--- config.mk ---
export PLATFORM = sky130hd
export DESIGN_NAME = instr_fetch_buffer
export DESIGN_NICKNAME = d
export VERILOG_FILES = /design/src/rtl/cpu_pkg.sv /design/src/rtl/instr_fetch_buffer.sv
export SDC_FILE = /design/constraint.sdc
export NUM_CORES = 1
export LEC_CHECK = 0
export ABC_AREA = 1
export BUFFER_PORTS_ARGS = -buffer_cell sky130_fd_sc_hd__buf_4
export CAP_MARGIN = 25
export CORE_AREA = 8 8 211 213
export DETAILED_ROUTE_END_ITERATION = 16
export DIE_AREA = 0 0 219 221
export GPL_TIMING_DRIVEN = 0
export PLACE_DENSITY_LB_ADDON = 0.3
export RECOVER_POWER = 100
export SETUP_SLACK_MARGIN = 0.5
export SYNTH_ARGS = -nofsm -noshare
export SYNTH_HDL_FRONTEND = slang
export SYNTH_SLANG_ARGS = --single-unit
--- constraint.sdc ---
create_clock -name clk -period 6.6 [get_ports clk]
set_input_delay 0.33 -clock clk [delete_from_list [all_inputs] [get_ports clk]]
set_output_delay 0.33 -clock clk [all_outputs]
set_load 0.02 [all_outputs]
--- src/rtl/cpu_pkg.sv ---
// ----------------------------------------------------------------------------
// cpu_pkg
// Types and constants shared between the fetch path and the decoder.
//   fetch_entry_t : one fetched instruction as it travels fetch -> decode
//   NOP_INSTR     : word presented to decode when no instruction is available
// ----------------------------------------------------------------------------
package cpu_pkg;

    typedef struct packed {
        logic [31:0] pc;
        logic [31:0] instr;
        logic        adel;
    } fetch_entry_t;

    localparam logic [31:0] NOP_INSTR = 32'h0000_0000;

endpackage : cpu_pkg

--- src/rtl/instr_fetch_buffer.sv ---
// ----------------------------------------------------------------------------
// instr_fetch_buffer
// Circular first-word-fall-through queue between the ICache return path and
// the instruction decoder. Decouples fetch from decode stalls and is emptied
// in one cycle on a redirect/exception flush.
//
// Ports
//   clk          system clock, rising edge
//   rst          synchronous active-high reset (priority over flush_i)
//   flush_i      discard all entries
//   if_valid_i   fetch presents an instruction
//   if_pc_i      PC of the presented instruction
//   if_instr_i   presented instruction word
//   if_adel_i    fetch address error flag
//   if_ready_o   buffer can accept (not full)
//   id_valid_o   head entry valid
//   id_pc_o      head PC            (0 when empty)
//   id_instr_o   head instruction   (NOP when empty)
//   id_adel_o    head fetch error   (0 when empty)
//   id_stall_i   decoder stall; head is popped when valid and not stalled
//   count_o      occupancy, 0..DEPTH
// ----------------------------------------------------------------------------
module instr_fetch_buffer
    import cpu_pkg::*;
#(
    parameter int DEPTH = 8,
    parameter int PTR_W = $clog2(DEPTH)
) (
    input  logic             clk,
    input  logic             rst,
    input  logic             flush_i,
    input  logic             if_valid_i,
    input  logic [31:0]      if_pc_i,
    input  logic [31:0]      if_instr_i,
    input  logic             if_adel_i,
    output logic             if_ready_o,
    output logic             id_valid_o,
    output logic [31:0]      id_pc_o,
    output logic [31:0]      id_instr_o,
    output logic             id_adel_o,
    input  logic             id_stall_i,
    output logic [PTR_W:0]   count_o
);

    localparam logic [PTR_W:0] PTR_ONE = (PTR_W+1)'(1);

    // Pointers carry one extra wrap bit so full and empty are distinguishable.
    logic [PTR_W:0] rp_q, rp_d;
    logic [PTR_W:0] wp_q, wp_d;

    fetch_entry_t   mem_q [DEPTH];
    fetch_entry_t   head;

    logic empty;
    logic full;
    logic push;
    logic pop;

    assign empty = (rp_q == wp_q);
    assign full  = (rp_q[PTR_W-1:0] == wp_q[PTR_W-1:0]) &&
                   (rp_q[PTR_W] != wp_q[PTR_W]);

    // Ready comes from the registered pointers only, so a pop in a full cycle
    // cannot open a slot for a same-cycle push.
    assign if_ready_o = ~full;

    assign push = if_valid_i & ~full & ~flush_i & ~rst;
    assign pop  = ~empty & ~id_stall_i & ~flush_i & ~rst;

    always_comb begin
        // NOTE: every always_comb output gets a default first so no path
        // leaves it unassigned, which would otherwise infer a latch.
        rp_d = rp_q;
        wp_d = wp_q;
        if (rst || flush_i) begin
            rp_d = '0;
            wp_d = '0;
        end else begin
            if (pop)  rp_d = rp_q + PTR_ONE;
            if (push) wp_d = wp_q + PTR_ONE;
        end
    end

    always_ff @(posedge clk) begin
        // NOTE: state registers use non-blocking assignments so every flop
        // samples its pre-edge value, independent of statement order.
        if (rst) begin
            rp_q <= '0;
            wp_q <= '0;
        end else begin
            rp_q <= rp_d;
            wp_q <= wp_d;
        end
    end

    // NOTE: storage is deliberately not reset; the pointers alone define which
    // entries are live, and a reset-free array maps onto distributed RAM.
    always_ff @(posedge clk) begin
        if (push) begin
            mem_q[wp_q[PTR_W-1:0]] <= '{pc: if_pc_i, instr: if_instr_i, adel: if_adel_i};
        end
    end

    assign head = mem_q[rp_q[PTR_W-1:0]];

    // Empty buffer presents a NOP so an idle or stalled decoder sees no work.
    always_comb begin
        id_valid_o = ~empty;
        id_pc_o    = 32'h0;
        id_instr_o = NOP_INSTR;
        id_adel_o  = 1'b0;
        if (!empty) begin
            id_pc_o    = head.pc;
            id_instr_o = head.instr;
            id_adel_o  = head.adel;
        end
    end

    assign count_o = wp_q - rp_q;

endmodule : instr_fetch_buffer
==> results of run 1 <==
## critical path, delay by kind of cell, from the launching register on
family / cells / cell delay, ps
simple gates: 4 / 1800
buf+inv: 3 / 1600
flops: 1 / 420
fa+ha+maj: 1 / 290
## Yosys cell counts
master      n
nand2_2     2
nand3_1    77
buf_1       6
nor2_1    655
xnor2_1     1
buf_4      31
buf_2      35
nand2_1   414
nor2_4      1
buf_6       6
o21ai_1    80
inv_1     140
nor2_2      1
nand4_1     2
o21ai_0    53
clkbuf_1   30
ha_1        5
fa_1        1
a21oi_1     7
edfxtp_1  520
nor3_1      4
dfxtp_1    11
xor2_1      3
inv_2       3
or2_1       1
## logic make-up after synthesis
group / synth area share
DFF: 0.711
buffers and inverters: 0.0515
adders and majority gates: 0.00371
xor gates and xnor gates: 0.00157
AOI/OAI and AO/OA: 0.0315
and+or+nand+nor: 0.201
## power by group
group | leakage, nW | internal, mW | switching [mW]
sequential | 4.77 | 3.71 | 0.00366
combinational | 3.92 | 0.0642 | 0.135
clock | 0.843 | 1.77 | 1.23
total | 9.54 | 5.55 | 1.37
## flip-flops by register name, summed over array words and instances, names as in the netlist, named ones only
name,count
wp_q,4
rp_q,4
mem_q,520
## repair_timing
action	4_1_cts	5_1_grt
hold buffers	65	0
gates resized for setup	0	0
endpoints found under the hold margin	520	0
## layer usage
layer | track usage | vias up | wire [um]
li1 | - | 7437 | -
met5 | 0 | - | 0
met2 | 0.368 | 692 | 26500
met1 | 0.295 | 7440 | 22300
met3 | 0.0413 | 115 | 4230
met4 | 0.0676 | 0 | 1360
## worst max-delay path by stage
stage	start	endpoint	slack [ps]
CTS	wp_q[0]	mem_q[6][30]	3350
floorplan	wp_q[0]	mem_q[3][0]	130
global route	wp_q[0]	mem_q[2][29]	1720
finish	wp_q[0]	mem_q[0][43]	2050
detailed placement	wp_q[0]	mem_q[6][35]	3370
global placement	rp_q[2]	mem_q[5][28]	-3490
## cells in the final DEF, fill, tap and decap left out, drive strengths merged, types with 2 or more instances in the layout
cell type,count
bufinv,7
buf,81
inv,143
xor2,3
nor3,4
edfxtp,520
nand3,77
nor2,657
o21ai,133
clkinvlp,2
clkinv,22
clkbuf,267
dlygate4sd3,65
a21oi,7
nand4,2
dfxtp,11
nand2,416
ha,5
diode,2
## layout make-up
| cell class | count | area, um2 |
|---|---|---|
| repair buffers | 240 | 1350 |
| clock inverters | 31 | 334 |
| fillers | 3253 | 15300 |
| multi-input cells | 1307 | 5280 |
| well taps | 539 | 674 |
| flip-flops and latches | 531 | 15800 |
| inverters | 143 | 537 |
| diodes | 2 | 5.00 |
| plain buffers | 108 | 596 |
| clock buffers | 65 | 1390 |
==> results.yml, run 1 <==
power:
  vdd_drop_max_v: 0.000162
  power_mw: 6.92
  powerDensity_mw_per_mm2: 266
  p_leak_nw: 9.54
timing:
  tightest_slew_ps: 2010
  drv_slew: 187
  setup_tns_ps: 0
  maxSlewHeadroom: -0.346
  fin_crit_sh: 0.690
  fmaxAchievable_mhz: 220
  rsz0062_at_grt: "no"
  fin_skew_ps: 14.8
  whs_ps: 60.4
  hold_viol: 0
  period_needed_ps: 4550
  worst_slack_ps: 2050
  finalSetupViolCount: 0
synth:
  yosysWarnings: 0
  yosys.cell_types.count: 25
  synth_top_area_frac: 0.701
  synth_cells: 2089
  syn_avg_cell_area_um2: 10.7
  syn_area_mm2: 0.0223
  ys_seq_elements: 531
  synth_top_cell_by_area: "edfxtp_1"
  synthesis.nets: 2165
  ys_top_cells_by_area: "edfxtp_1 70%, nor2_1 11%, nand2_1 7.0%"
  seq_area_frac_synth: 0.711
detailed_routing:
  via_count: 15684
  drtAntennaViolNets: 0
  drtPass1Iterations: 7
  wire_per_inst_um: 18.4
  drc_errors: 0
  dr.first_iter.drc_count: 1472
  viasPerCell: 5.29
  drt-total-wl_um: 54400
outcome:
  status: "finished with violations"
  violations: "max-capacitance violations, max-slew violations"
critical_path:
  start_kind: "flop"
  cp_max_fo: 28
  crit_path_cell_trace: "inv_1 > ha_1 > inv_1 > nor2_1 > nand2_1 > nand3_1 > nor2_1 > clkbuf_1"
  cpPeakStageDelay_ps: 1370
  crit_required_ps: 6780
  cp.arrival_ps: 4730
  reg2regPathDepth: 8
  reg2reg_to: "mem_q[0][43]"
  end_kind: "flop"
  path_class: "reg -> reg"
  rr_startpoint: "wp_q[0]"
  reg2reg_slack_ps: 2050
  critPathSlowestCell: "clkbuf_1"
global_routing:
  gr-total-overflow: 0
  grt_pass1_vias: 15455
  grt_pass1_wl_um: 84200
  grt_max_degree: 31
  grt_use_total: 0.222
  antenna_found_initial: 4
cts:
  numCtsBuffers: 52
  insertion_delay_ps: 600
  cts_tree: "yes"
  clockBufferDepth: 3
  numClockSinks: 531
  cts_root_buffer: "clkbuf_16"
  clkTransAtPathRegs_ps: 60
  htree_levels: 2
  cts_setup_buffers: 0
hold_path:
  holdCritStartpoint: "id_stall_i"
  min_path_type: "in -> reg"
  whs_endpoint: "rp_q[3]"
  holdPathStages: 4
floorplanning:
  dieHeight_um: 221
  core-area_mm2: 0.0413
  io_pins: 141
  std_cell_rows: 75
  die-area_mm2: 0.0484
  initial_core_util: 0.539
  die_w_um: 219
placement:
  hpwl_um: 35300
  dp.cells: 2803
  dpl_worst_slack_ps: 3370
  place_congestion: 0.825
  dpl_cell_area_mm2: 0.0245
  port-buffer-count: 140
layout:
  fin_util: 0.630
  drive_above_1_share: 0.0639
  nets: 2459
  syn_to_final_growth_pct: 16.8
  final_cells: 2966
  stdcell_area_mm2: 0.0260
run:
  drv_cap: 8
No activity file was read; power rests on OpenSTA's default activity.
==> inputs of run 2 (changes only) <==
- clock period: 6.6 -> 3.9 ns (I/O delays scaled with it)
==> run 2 against run 1 <==
The run now ends clean. Hold slack got worse by 47 ps. Worst setup slack got worse by 1500 ps. Clock skew decreased by 2.2 ps. Critical path type is now reg -> out. Largest cell class unchanged.
==> results.yml, run 2 (same netlist as run 1, synthesis figures left out) <==
layout:
  final_common_cell: "nor2_1"
  ff_latch_area_mm2: 0.0158
  fin_util: 0.640
  final_cells: 2961
  syn_to_final_growth_pct: 18.7
  layout_common_cells: "651 x nor2_1, 520 x edfxtp_1, 416 x nand2_1, 171 x clkbuf_1, 140 x inv_1"
  largest_reg_flops: 520
  n_fill_cell: 3169
  nets: 2453
  multiInputGateArea_mm2: 0.00534
  drive_above_1_share: 0.0802
detailed_routing:
  drtPass1Iterations: 6
  via_count: 15716
  drc_errors: 0
  drt-total-wl_um: 57100
  drtAntennaViolNets: 0
  dr.first_iter.drc_count: 1580
  viasPerCell: 5.31
  wire_per_inst_um: 19.3
cts:
  clkTransAtPathRegs_ps: 60
  cts_hold_buf: 66
  insertion_delay_ps: 600
  cts.repair.resized: 0
  htree_levels: 2
  numCtsBuffers: 54
  cts_setup_buffers: 0
  cts_root_buffer: "clkbuf_16"
  clockBufferDepth: 3
  cts_tree: "yes"
  numClockSinks: 531
placement:
  dpl_worst_slack_ps: 980
  dp.cells: 2794
  hpwl_um: 37100
  place_congestion: 0.820
  port-buffer-count: 140
hold_path:
  whs_endpoint: "wp_q[1]"
  holdCritStartpoint: "if_valid_i"
  min_path_type: "in -> reg"
  holdPathStages: 5
timing:
  worst_slack_ps: 524
  tightest_slew_ps: 1090
  fmaxAchievable_mhz: 296
  fin_skew_ps: 12.6
  period_needed_ps: 3380
  drv_slew: 0
  hold_viol: 0
  maxSlewHeadroom: 0.269
  rsz0062_at_grt: "no"
  finalSetupViolCount: 0
  fin_crit_sh: 0.866
floorplanning:
  die_w_um: 219
  initial_core_util: 0.539
  dieHeight_um: 221
  core-area_mm2: 0.0413
  std_cell_rows: 75
  die-area_mm2: 0.0484
  io_pins: 141
critical_path:
  critPathSlowestCell: "clkbuf_1"
  critPathBufInv: 4
  crit_path_cell_trace: "inv_1 > ha_1 > inv_1 > nor2_1 > nand2_1 > clkbuf_1 > nand2_1 > nor2_1 > buf_4"
  reg2reg_to: "mem_q[5][60]"
  cpPeakStageDelay_ps: 530
  cp_max_fo: 10
  rr_startpoint: "wp_q[0]"
  crit_required_ps: 3700
  path_class: "reg -> out"
  start_kind: "flop"
  cp.arrival_ps: 3180
  crit_family: "buffers and inverters"
  reg2regPathDepth: 9
  end_kind: "output pin"
  reg2reg_slack_ps: 590
global_routing:
  grt_max_degree: 28
  grt_pass1_wl_um: 87900
  grt_pass1_vias: 16028
  grt_use_total: 0.235
  antenna_found_initial: 2
  gr-total-overflow: 0
power:
  power_mw: 11.5
  vdd_drop_max_v: 0.000395
  powerDensity_mw_per_mm2: 435
  p_leak_nw: 9.77
run:
  drv_cap: 0
outcome:
  status: "completed"
[run 2: power by group]
group | internal (mW) | leakage, nW | switching [mW] | total [mW]
sequential | 6.29 | 4.77 | 0.00584 | 6.29
combinational | 0.118 | 4.18 | 0.229 | 0.347
clock | 2.77 | 0.810 | 2.10 | 4.87
[run 2: area by class of cell]
cell class	instances	area share
inverters	143	0.0203
repair buffers	232	0.0681
clock buffers	73	0.0557
flip-flops and latches	531	0.599
clock inverters	26	0.00667
plain buffers	108	0.0226
diodes	2	0.000189
multi-input cells	1307	0.202
well taps	539	0.0255
[run 2: layer usage]
metal	routed length (um)	GRT usage	vias to the layer above
li1	-	-	7433
met3	4580	0.0400	116
met1	22000	0.293	7505
met4	1840	0.0954	0
met2	28700	0.403	662
met5	0	0	-
[run 2: worst max-delay path by stage]
stage	cells past startpoint	from	to
after floorplan	7	wp_q[0]	mem_q[0][0]
after detailed placement	9	rp_q[1]	mem_q[3][48]
after CTS	5	flop	id_pc_o[30]
after global routing	9	wp_q[0]	id_instr_o[9]
after global placement	7	rp_q[2]	mem_q[4][45]
final	9	wp_q[0]	id_pc_o[21]
[run 2: metrics by stage]
step	setup TNS [ps]	hold slack [ps]	instance area, um2
global route	0	41.3	26400
floorplan	0	294	22300
CTS	0	2.06	27000
global placement	-361200	425	24100
finish	0	13.2	26400
detailed placement	0	431	24700
[run 2: tightest hold or removal path: stages]
cell and delay (ps):
buf_4 110, inv_1 80, nor2_4 60, nand3_1 70, nand2_1 50
